--- src/rtl/load_store_unit.sv ---
// Data memory for an RV32I load/store path: byte-addressable word array with
// combinational loads, clocked stores and sticky alignment/range fault reporting.
module load_store_unit #(
    parameter int unsigned MEMORY_DEPTH = 64,
    parameter logic [31:0] BASE_ADDR    = 32'h1001_0000
) (
    input  logic        clk,
    input  logic        reset,
    input  logic        Mem_Read_i,
    input  logic        Mem_Write_i,
    input  logic [2:0]  Funct3_i,
    input  logic [31:0] Address_i,
    input  logic [31:0] Write_Data_i,
    input  logic        Err_Clear_i,
    output logic [31:0] Read_Data_o,
    output logic        Misaligned_o,
    output logic        Range_Error_o,
    output logic [31:0] Fault_Addr_o
);

    localparam int unsigned IDX_W      = (MEMORY_DEPTH > 1) ? $clog2(MEMORY_DEPTH) : 1;
    localparam logic [31:0] SPAN_BYTES = 32'(4 * MEMORY_DEPTH);

    typedef enum logic [1:0] {
        SZ_BYTE = 2'b00,
        SZ_HALF = 2'b01,
        SZ_WORD = 2'b10,
        SZ_NONE = 2'b11
    } size_e;

    logic [31:0] mem_q [MEMORY_DEPTH];

    logic        misaligned_q, misaligned_d;
    logic        range_err_q,  range_err_d;
    logic [31:0] fault_addr_q, fault_addr_d;

    logic [31:0]      offset;
    logic [IDX_W-1:0] word_idx;
    logic [1:0]       lane;
    logic             in_range;
    logic             misaligned;
    size_e            size;

    logic load_defined, store_defined;
    logic load_act, store_act, access_act, access_ok;
    logic fault_mis, fault_rng, fault;

    logic [31:0] rd_word, rd_shifted, read_data;
    logic [3:0]  wr_mask;
    logic [31:0] wr_bits, wr_data, wr_word;
    logic        wr_en;

    // Address decode relative to the window; BASE_ADDR is word aligned so the
    // low offset bits are also the byte lane.
    assign offset   = Address_i - BASE_ADDR;
    assign word_idx = offset[IDX_W+1:2];
    assign lane     = offset[1:0];
    assign in_range = (Address_i >= BASE_ADDR) && (offset < SPAN_BYTES);
    assign size     = size_e'(Funct3_i[1:0]);

    assign load_defined  = (Funct3_i != 3'b011) && (Funct3_i[2:1] != 2'b11);
    assign store_defined = !Funct3_i[2] && (Funct3_i[1:0] != 2'b11);

    assign misaligned = ((size == SZ_HALF) && lane[0]) ||
                        ((size == SZ_WORD) && (lane != 2'b00));

    // Undefined encodings never count as an access, so they cannot raise a flag.
    assign load_act   = Mem_Read_i  && load_defined;
    assign store_act  = Mem_Write_i && store_defined;
    assign access_act = load_act || store_act;
    assign access_ok  = in_range && !misaligned;

    assign fault_mis = access_act && misaligned;
    assign fault_rng = access_act && !in_range;
    assign fault     = fault_mis || fault_rng;

    assign rd_word    = in_range ? mem_q[word_idx] : '0;
    assign rd_shifted = rd_word >> {lane, 3'b000};

    // NOTE: every combinational output gets a default first so no path can infer a latch.
    always_comb begin
        read_data = '0;
        if (load_act && access_ok) begin
            unique case (Funct3_i)
                3'b000:  read_data = {{24{rd_shifted[7]}}, rd_shifted[7:0]};
                3'b001:  read_data = {{16{rd_shifted[15]}}, rd_shifted[15:0]};
                3'b010:  read_data = rd_word;
                3'b100:  read_data = {24'h0, rd_shifted[7:0]};
                3'b101:  read_data = {16'h0, rd_shifted[15:0]};
                default: read_data = '0;
            endcase
        end
    end

    assign Read_Data_o = read_data;

    always_comb begin
        wr_mask = 4'b0000;
        wr_data = '0;
        unique case (size)
            SZ_BYTE: begin
                wr_mask = 4'b0001 << lane;
                wr_data = {4{Write_Data_i[7:0]}};
            end
            SZ_HALF: begin
                wr_mask = 4'b0011 << {lane[1], 1'b0};
                wr_data = {2{Write_Data_i[15:0]}};
            end
            SZ_WORD: begin
                wr_mask = 4'b1111;
                wr_data = Write_Data_i;
            end
            default: begin
                wr_mask = 4'b0000;
                wr_data = '0;
            end
        endcase
    end

    // Read-modify-write merge keeps unaddressed bytes of the word intact.
    assign wr_bits = {{8{wr_mask[3]}}, {8{wr_mask[2]}}, {8{wr_mask[1]}}, {8{wr_mask[0]}}};
    assign wr_word = (rd_word & ~wr_bits) | (wr_data & wr_bits);
    assign wr_en   = store_act && access_ok;

    // NOTE: storage is flops, not a RAM macro, because reset must clear every word asynchronously.
    always_ff @(posedge clk or negedge reset) begin
        if (!reset) begin
            mem_q <= '{default: '0};
        end else if (wr_en) begin
            // NOTE: sequential state is always assigned with <= so all flops update together.
            mem_q[word_idx] <= wr_word;
        end
    end

    // A clear coinciding with a fault restarts the record from that fault.
    always_comb begin
        misaligned_d = misaligned_q;
        range_err_d  = range_err_q;
        fault_addr_d = fault_addr_q;
        if (Err_Clear_i) begin
            misaligned_d = fault_mis;
            range_err_d  = fault_rng;
            fault_addr_d = fault ? Address_i : '0;
        end else if (fault) begin
            misaligned_d = misaligned_q || fault_mis;
            range_err_d  = range_err_q  || fault_rng;
            if (!misaligned_q && !range_err_q) begin
                fault_addr_d = Address_i;
            end
        end
    end

    always_ff @(posedge clk or negedge reset) begin
        if (!reset) begin
            misaligned_q <= 1'b0;
            range_err_q  <= 1'b0;
            fault_addr_q <= '0;
        end else begin
            misaligned_q <= misaligned_d;
            range_err_q  <= range_err_d;
            fault_addr_q <= fault_addr_d;
        end
    end

    assign Misaligned_o  = misaligned_q;
    assign Range_Error_o = range_err_q;
    assign Fault_Addr_o  = fault_addr_q;

endmodule

--- config.mk ---
export PLATFORM = sky130hd
export DESIGN_NAME = load_store_unit
export DESIGN_NICKNAME = d
export VERILOG_FILES = /design/src/rtl/load_store_unit.sv
export SDC_FILE = /design/constraint.sdc
export NUM_CORES = 2
export LEC_CHECK = 0
export CORE_MARGIN = 2
export CORE_UTILIZATION = 51
export CTS_CLUSTER_DIAMETER = 150
export DETAILED_ROUTE_END_ITERATION = 6
export PLACE_DENSITY = 0.74
export SKIP_CTS_REPAIR_TIMING = 1
export SLEW_MARGIN = 30
export SYNTH_ARGS = -nofsm -noshare
export SYNTH_HDL_FRONTEND = slang
export SYNTH_SLANG_ARGS = --single-unit
--- constraint.sdc ---
create_clock -name clk -period 3.2 [get_ports clk]
set_input_delay 0.32 -clock clk [delete_from_list [all_inputs] [get_ports clk]]
set_output_delay 0.32 -clock clk [all_outputs]
set_load 0.1 [all_outputs]
==> summary.txt <==
OUTCOME
-----------------------------------------------------------------------------------------------------
Status                                                                                   finished with violations
Violations in the final reports                                                          DRC, setup timing

STA
-----------------------------------------------------------------------------------------------------
Max-Slew Margin vs Limit                                                                        29.7%
Minimum setup slack in the final design                                                      -1.11 ns
Post-route minimum period                                                                     4.31 ns
RSZ-0062 raised after global routing                                                              yes
FMAX                                                                                        0.232 GHz
Pin slew with the least headroom to its limit                                                 1.05 ns
Max Clock Skew                                                                              0.0878 ns
Final-report max-slew violation count                                                               0
Final worst-path cycle share                                                                     135%
Total negative slack                                                                        -31.85 ns
Setup violators final                                                                              46
Final hold violation count                                                                          0

CLOCK NETWORK
-----------------------------------------------------------------------------------------------------
Clock transition time at the flip-flop clock pins of the worst setup and hold paths           0.06 ns
Num CTS Buffers                                                                                   210
Clock tree from TritonCTS                                                                       built
Number of clock sinks                                                                            2082
Clk_lat worst skew                                                                            0.91 ns
Clock Tree Root                                                                          sky130_fd_sc_hd__clkbuf_16
Maximum level of the CTS H-tree                                                                     4
Longest Clk Path Bufs                                                                               3

CRITICAL PATH
-----------------------------------------------------------------------------------------------------
Slowest cell on the critical path                                                        sky130_fd_sc_hd__o31ai_1
Cell-by-cell trace of the critical path                                                  mux2_2 > o22ai_1 > o31ai_1 > nand4b_1 > mux2i_1 > a22oi_2 > or4_4 > buf_12 > a31oi_4 > buf_12
Crit path capture type                                                                     output pin
CP max stage delay                                                                            0.61 ns
Bufs and invs on worst path                                                                         2
R2R setup slack                                                                              -0.04 ns
Setup crit start kind                                                                        register
Required time at the endpoint of the critical path                                            2.88 ns
Worst reg2reg path startpoint                                                             mem_q[1234]
Type of the worst setup path                                                               reg -> out
R2R Path End                                                                              mem_q[1106]
Arrival time reported for the critical path endpoint                                          3.99 ns
Maximum fanout along the worst path                                                                 8
Cell occurring most often along the worst timing path                                    sky130_fd_sc_hd__buf_12
Top Family by Delay on Critical Path                                                     compound AO/OA/AOI/OAI gates
Depth of the most critical reg-to-reg path                                                         16

ROUTING
-----------------------------------------------------------------------------------------------------
Detailed router's first-iteration violation count                                               11201
First-pass detailed-route iteration total                                                           7
Post-DR vias/cell                                                                                6.54
Total wire length                                                                              374 mm
Number of antenna-violating nets in the routed design                                               0
Number of remaining DRC errors                                                                      5
Routed length per instance                                                                    30.3 µm
Routed via count                                                                                80713

WORST HOLD PATH
-----------------------------------------------------------------------------------------------------
Worst hold start                                                                         Address_i[18]
Worst hold path stage count                                                                         3
Worst min path class                                                                        in -> reg
Sink of the worst hold path                                                              Fault_Addr_o[18]

GLOBAL ROUTING
-----------------------------------------------------------------------------------------------------
Grt total ovfl                                                                                      0
Pin count of the biggest net entering global routing                                              111
Met2 GRT Util                                                                                   58.3%
Global routing usage on met1                                                                    51.9%
Initial antenna violation count                                                                    16
Global-route wire length before repair                                                         536 mm
Global Route met3 Usage                                                                         14.4%
Total GRT Usage                                                                                 40.8%
Vias in the first global route                                                                  78524
Most used routing layer                                                                          met2

DIE
-----------------------------------------------------------------------------------------------------
Width of the chip                                                                              425 µm
Area of the core                                                                           176000 µm²
Starting utilization of the core area                                                           51.3%
Count of standard-cell rows                                                                       154
Die span in y                                                                                  425 µm
Die area                                                                                   181000 µm²
Ports                                                                                             138

PWR
-----------------------------------------------------------------------------------------------------
Power density relative to cell area                                                        518 nW/µm²
Peak supply drop                                                                             0.543 mV
Cell leakage power                                                                            49.8 nW
Overall power consumption                                                                     57.9 mW

LOGIC SYNTHESIS
-----------------------------------------------------------------------------------------------------
Share of flip-flops with an asynchronous set or reset                                            100%
Post-synth EDFFs                                                                                    0
Fraction of synthesized area in multiplexers                                                    5.23%
Post-Syn Area                                                                               90500 µm²
Cells after synthesis                                                                            9301
Post-synthesis share of cell area spent on full adders, half adders and majority gates             0%
Number of nets in the synthesized netlist                                                        9373
Avg Synthesized Cell Area                                                                    9.73 µm²
Synthesized-area fraction occupied by ao, oa, aoi and oai cells                                 20.6%
Flip-flop cell with the highest count after synthesis                                    sky130_fd_sc_hd__dfrtp_1
Register bit total from synthesis                                                                2082
Combinational family with the most area after synthesis                                  compound AO/OA/AOI/OAI gates
Simple-Gate Fraction of Synth Area                                                              11.9%
Share of synthesized area occupied by flip-flops and latches                                    57.6%
Post-synthesis share of cell area spent on xor and xnor gates                                 0.0194%
Distinct cell type count after synthesis                                                           85
Synthesis warning total                                                                             0

LAYOUT
-----------------------------------------------------------------------------------------------------
Synth-to-Final Area Change                                                                      23.4%
Area of combinational cells with multiple inputs                                            35800 µm²
Most frequent standard cell in the layout excluding fill and tap cells                   sky130_fd_sc_hd__nand2_1
Net count reported at finish                                                                     9888
Cell Count, Final, Fillers Out                                                                  12335
Commonest cells after routing, fill and taps aside                                       sky130_fd_sc_hd__nand2_1 (2156), sky130_fd_sc_hd__o21ai_0 (2113), sky130_fd_sc_hd__dfrtp_1 (2082)
Design area                                                                                112000 µm²
Fraction of layout instances using a drive strength above 1                                     20.0%
Fill count                                                                                      13618
Register area                                                                               52100 µm²

PLACEMENT
-----------------------------------------------------------------------------------------------------
Gpl congestion                                                                                   1.15
Number of placed instances, taps included                                                       11901
Post-DP HPWL                                                                                   249 mm
Area of placed instances                                                                   103000 µm²
Port-buffer cells                                                                                 137

FLOW RUN
-----------------------------------------------------------------------------------------------------
MaxCap Viol Count                                                                                   0

-- cells by family after synthesis --
logic type | after synthesis
multiplexers | 353
AO/OA/AOI/OAI | 3272
AND/OR/NAND/NOR | 2653
flip-flops | 2082
buffers and inverters | 939
XOR/XNOR | 2
-- through the flow --
step,hold WS (ns),worst slack [ns],util [%]
2_1_floorplan,0.0244,-0.562,-
6_report,0.0346,-1.11,63.4
5_1_grt,0.0599,-1.10,63.3
4_1_cts,-0.497,-1.29,62.5
3_5_place_dp,0.461,-1.16,58.5
3_3_place_gp,0.454,-1.20,58.5
-- cells in the mapped netlist (43+ instances only) --
| master | count | area share, % |
|---|---|---|
| sky130_fd_sc_hd__nand2_1 | 2225 | 9.2 |
| sky130_fd_sc_hd__o21ai_0 | 2147 | 12 |
| sky130_fd_sc_hd__dfrtp_1 | 2082 | 58 |
| sky130_fd_sc_hd__clkbuf_1 | 685 | 2.8 |
| sky130_fd_sc_hd__o22ai_1 | 514 | 3.6 |
| sky130_fd_sc_hd__mux2_2 | 169 | 2.1 |
| sky130_fd_sc_hd__o221ai_1 | 146 | 1.4 |
| sky130_fd_sc_hd__nor2_1 | 137 | 0.57 |
| sky130_fd_sc_hd__a21oi_1 | 130 | 0.72 |
| sky130_fd_sc_hd__buf_2 | 120 | 0.66 |
| sky130_fd_sc_hd__mux2i_1 | 105 | 1.2 |
| sky130_fd_sc_hd__mux4_2 | 79 | 2.0 |
| sky130_fd_sc_hd__nand2b_1 | 49 | 0.34 |
| sky130_fd_sc_hd__o22a_1 | 46 | 0.45 |
| sky130_fd_sc_hd__nor4_1 | 44 | 0.30 |
| sky130_fd_sc_hd__nor3_1 | 43 | 0.24 |
-- worst min-delay path: cells and delay by family --
kind	cells	cell delay, ns
buffers and inverters	1	0.42
AOI/OAI and AO/OA	1	0.07
and+or+nand+nor	1	0.06
-- power by group --
| group | switching [mW] | total [mW] | leakage [nW] | internal [mW] |
|---|---|---|---|---|
| Combinational | 4.23 | 6.31 | 17.2 | 2.08 |
| Sequential | 0.0245 | 26.4 | 29.1 | 26.4 |
| Clock | 11.0 | 25.1 | 3.46 | 14.2 |
| Total | 15.2 | 57.9 | 49.8 | 42.6 |
-- area by class of cell --
| class | count | area share [%] |
|---|---|---|
| Clock inverter | 70 | 0.768 |
| Antenna cell | 14 | 0.0314 |
| Timing Repair Buffer | 1222 | 12.3 |
| Sequential cell | 2082 | 46.6 |
| Inverter | 19 | 0.0694 |
| Tap cell | 2340 | 2.62 |
| Clock buffer | 307 | 5.52 |
| Multi-Input combinational cell | 6281 | 32.1 |
-- sequential cells by signal, summed over array words and instances, names as in the netlist --
register       count
Fault_Addr_o      32
Misaligned_o       1
Range_Error_o      1
mem_q           2048
-- how the worst max path moves through the flow --
stage / from / cells after the start / to
3_3_place_gp: Address_i[4] / 13 / Read_Data_o[2]
3_5_place_dp: Address_i[4] / 13 / Read_Data_o[2]
2_1_floorplan: Address_i[2] / 15 / Read_Data_o[13]
6_report: mem_q[95] / 10 / Read_Data_o[13]
5_1_grt: mem_q[223] / 10 / Read_Data_o[13]
4_1_cts: mem_q[1642] / 13 / Read_Data_o[2]
-- routing by layer --
layer | vias to the layer above | share of wire [%]
met5 | - | 0.014
met4 | 8 | 8.3
met3 | 1506 | 14
met2 | 5791 | 42
met1 | 39669 | 36
li1 | 33739 | -
(Power assumes the default switching activity.)
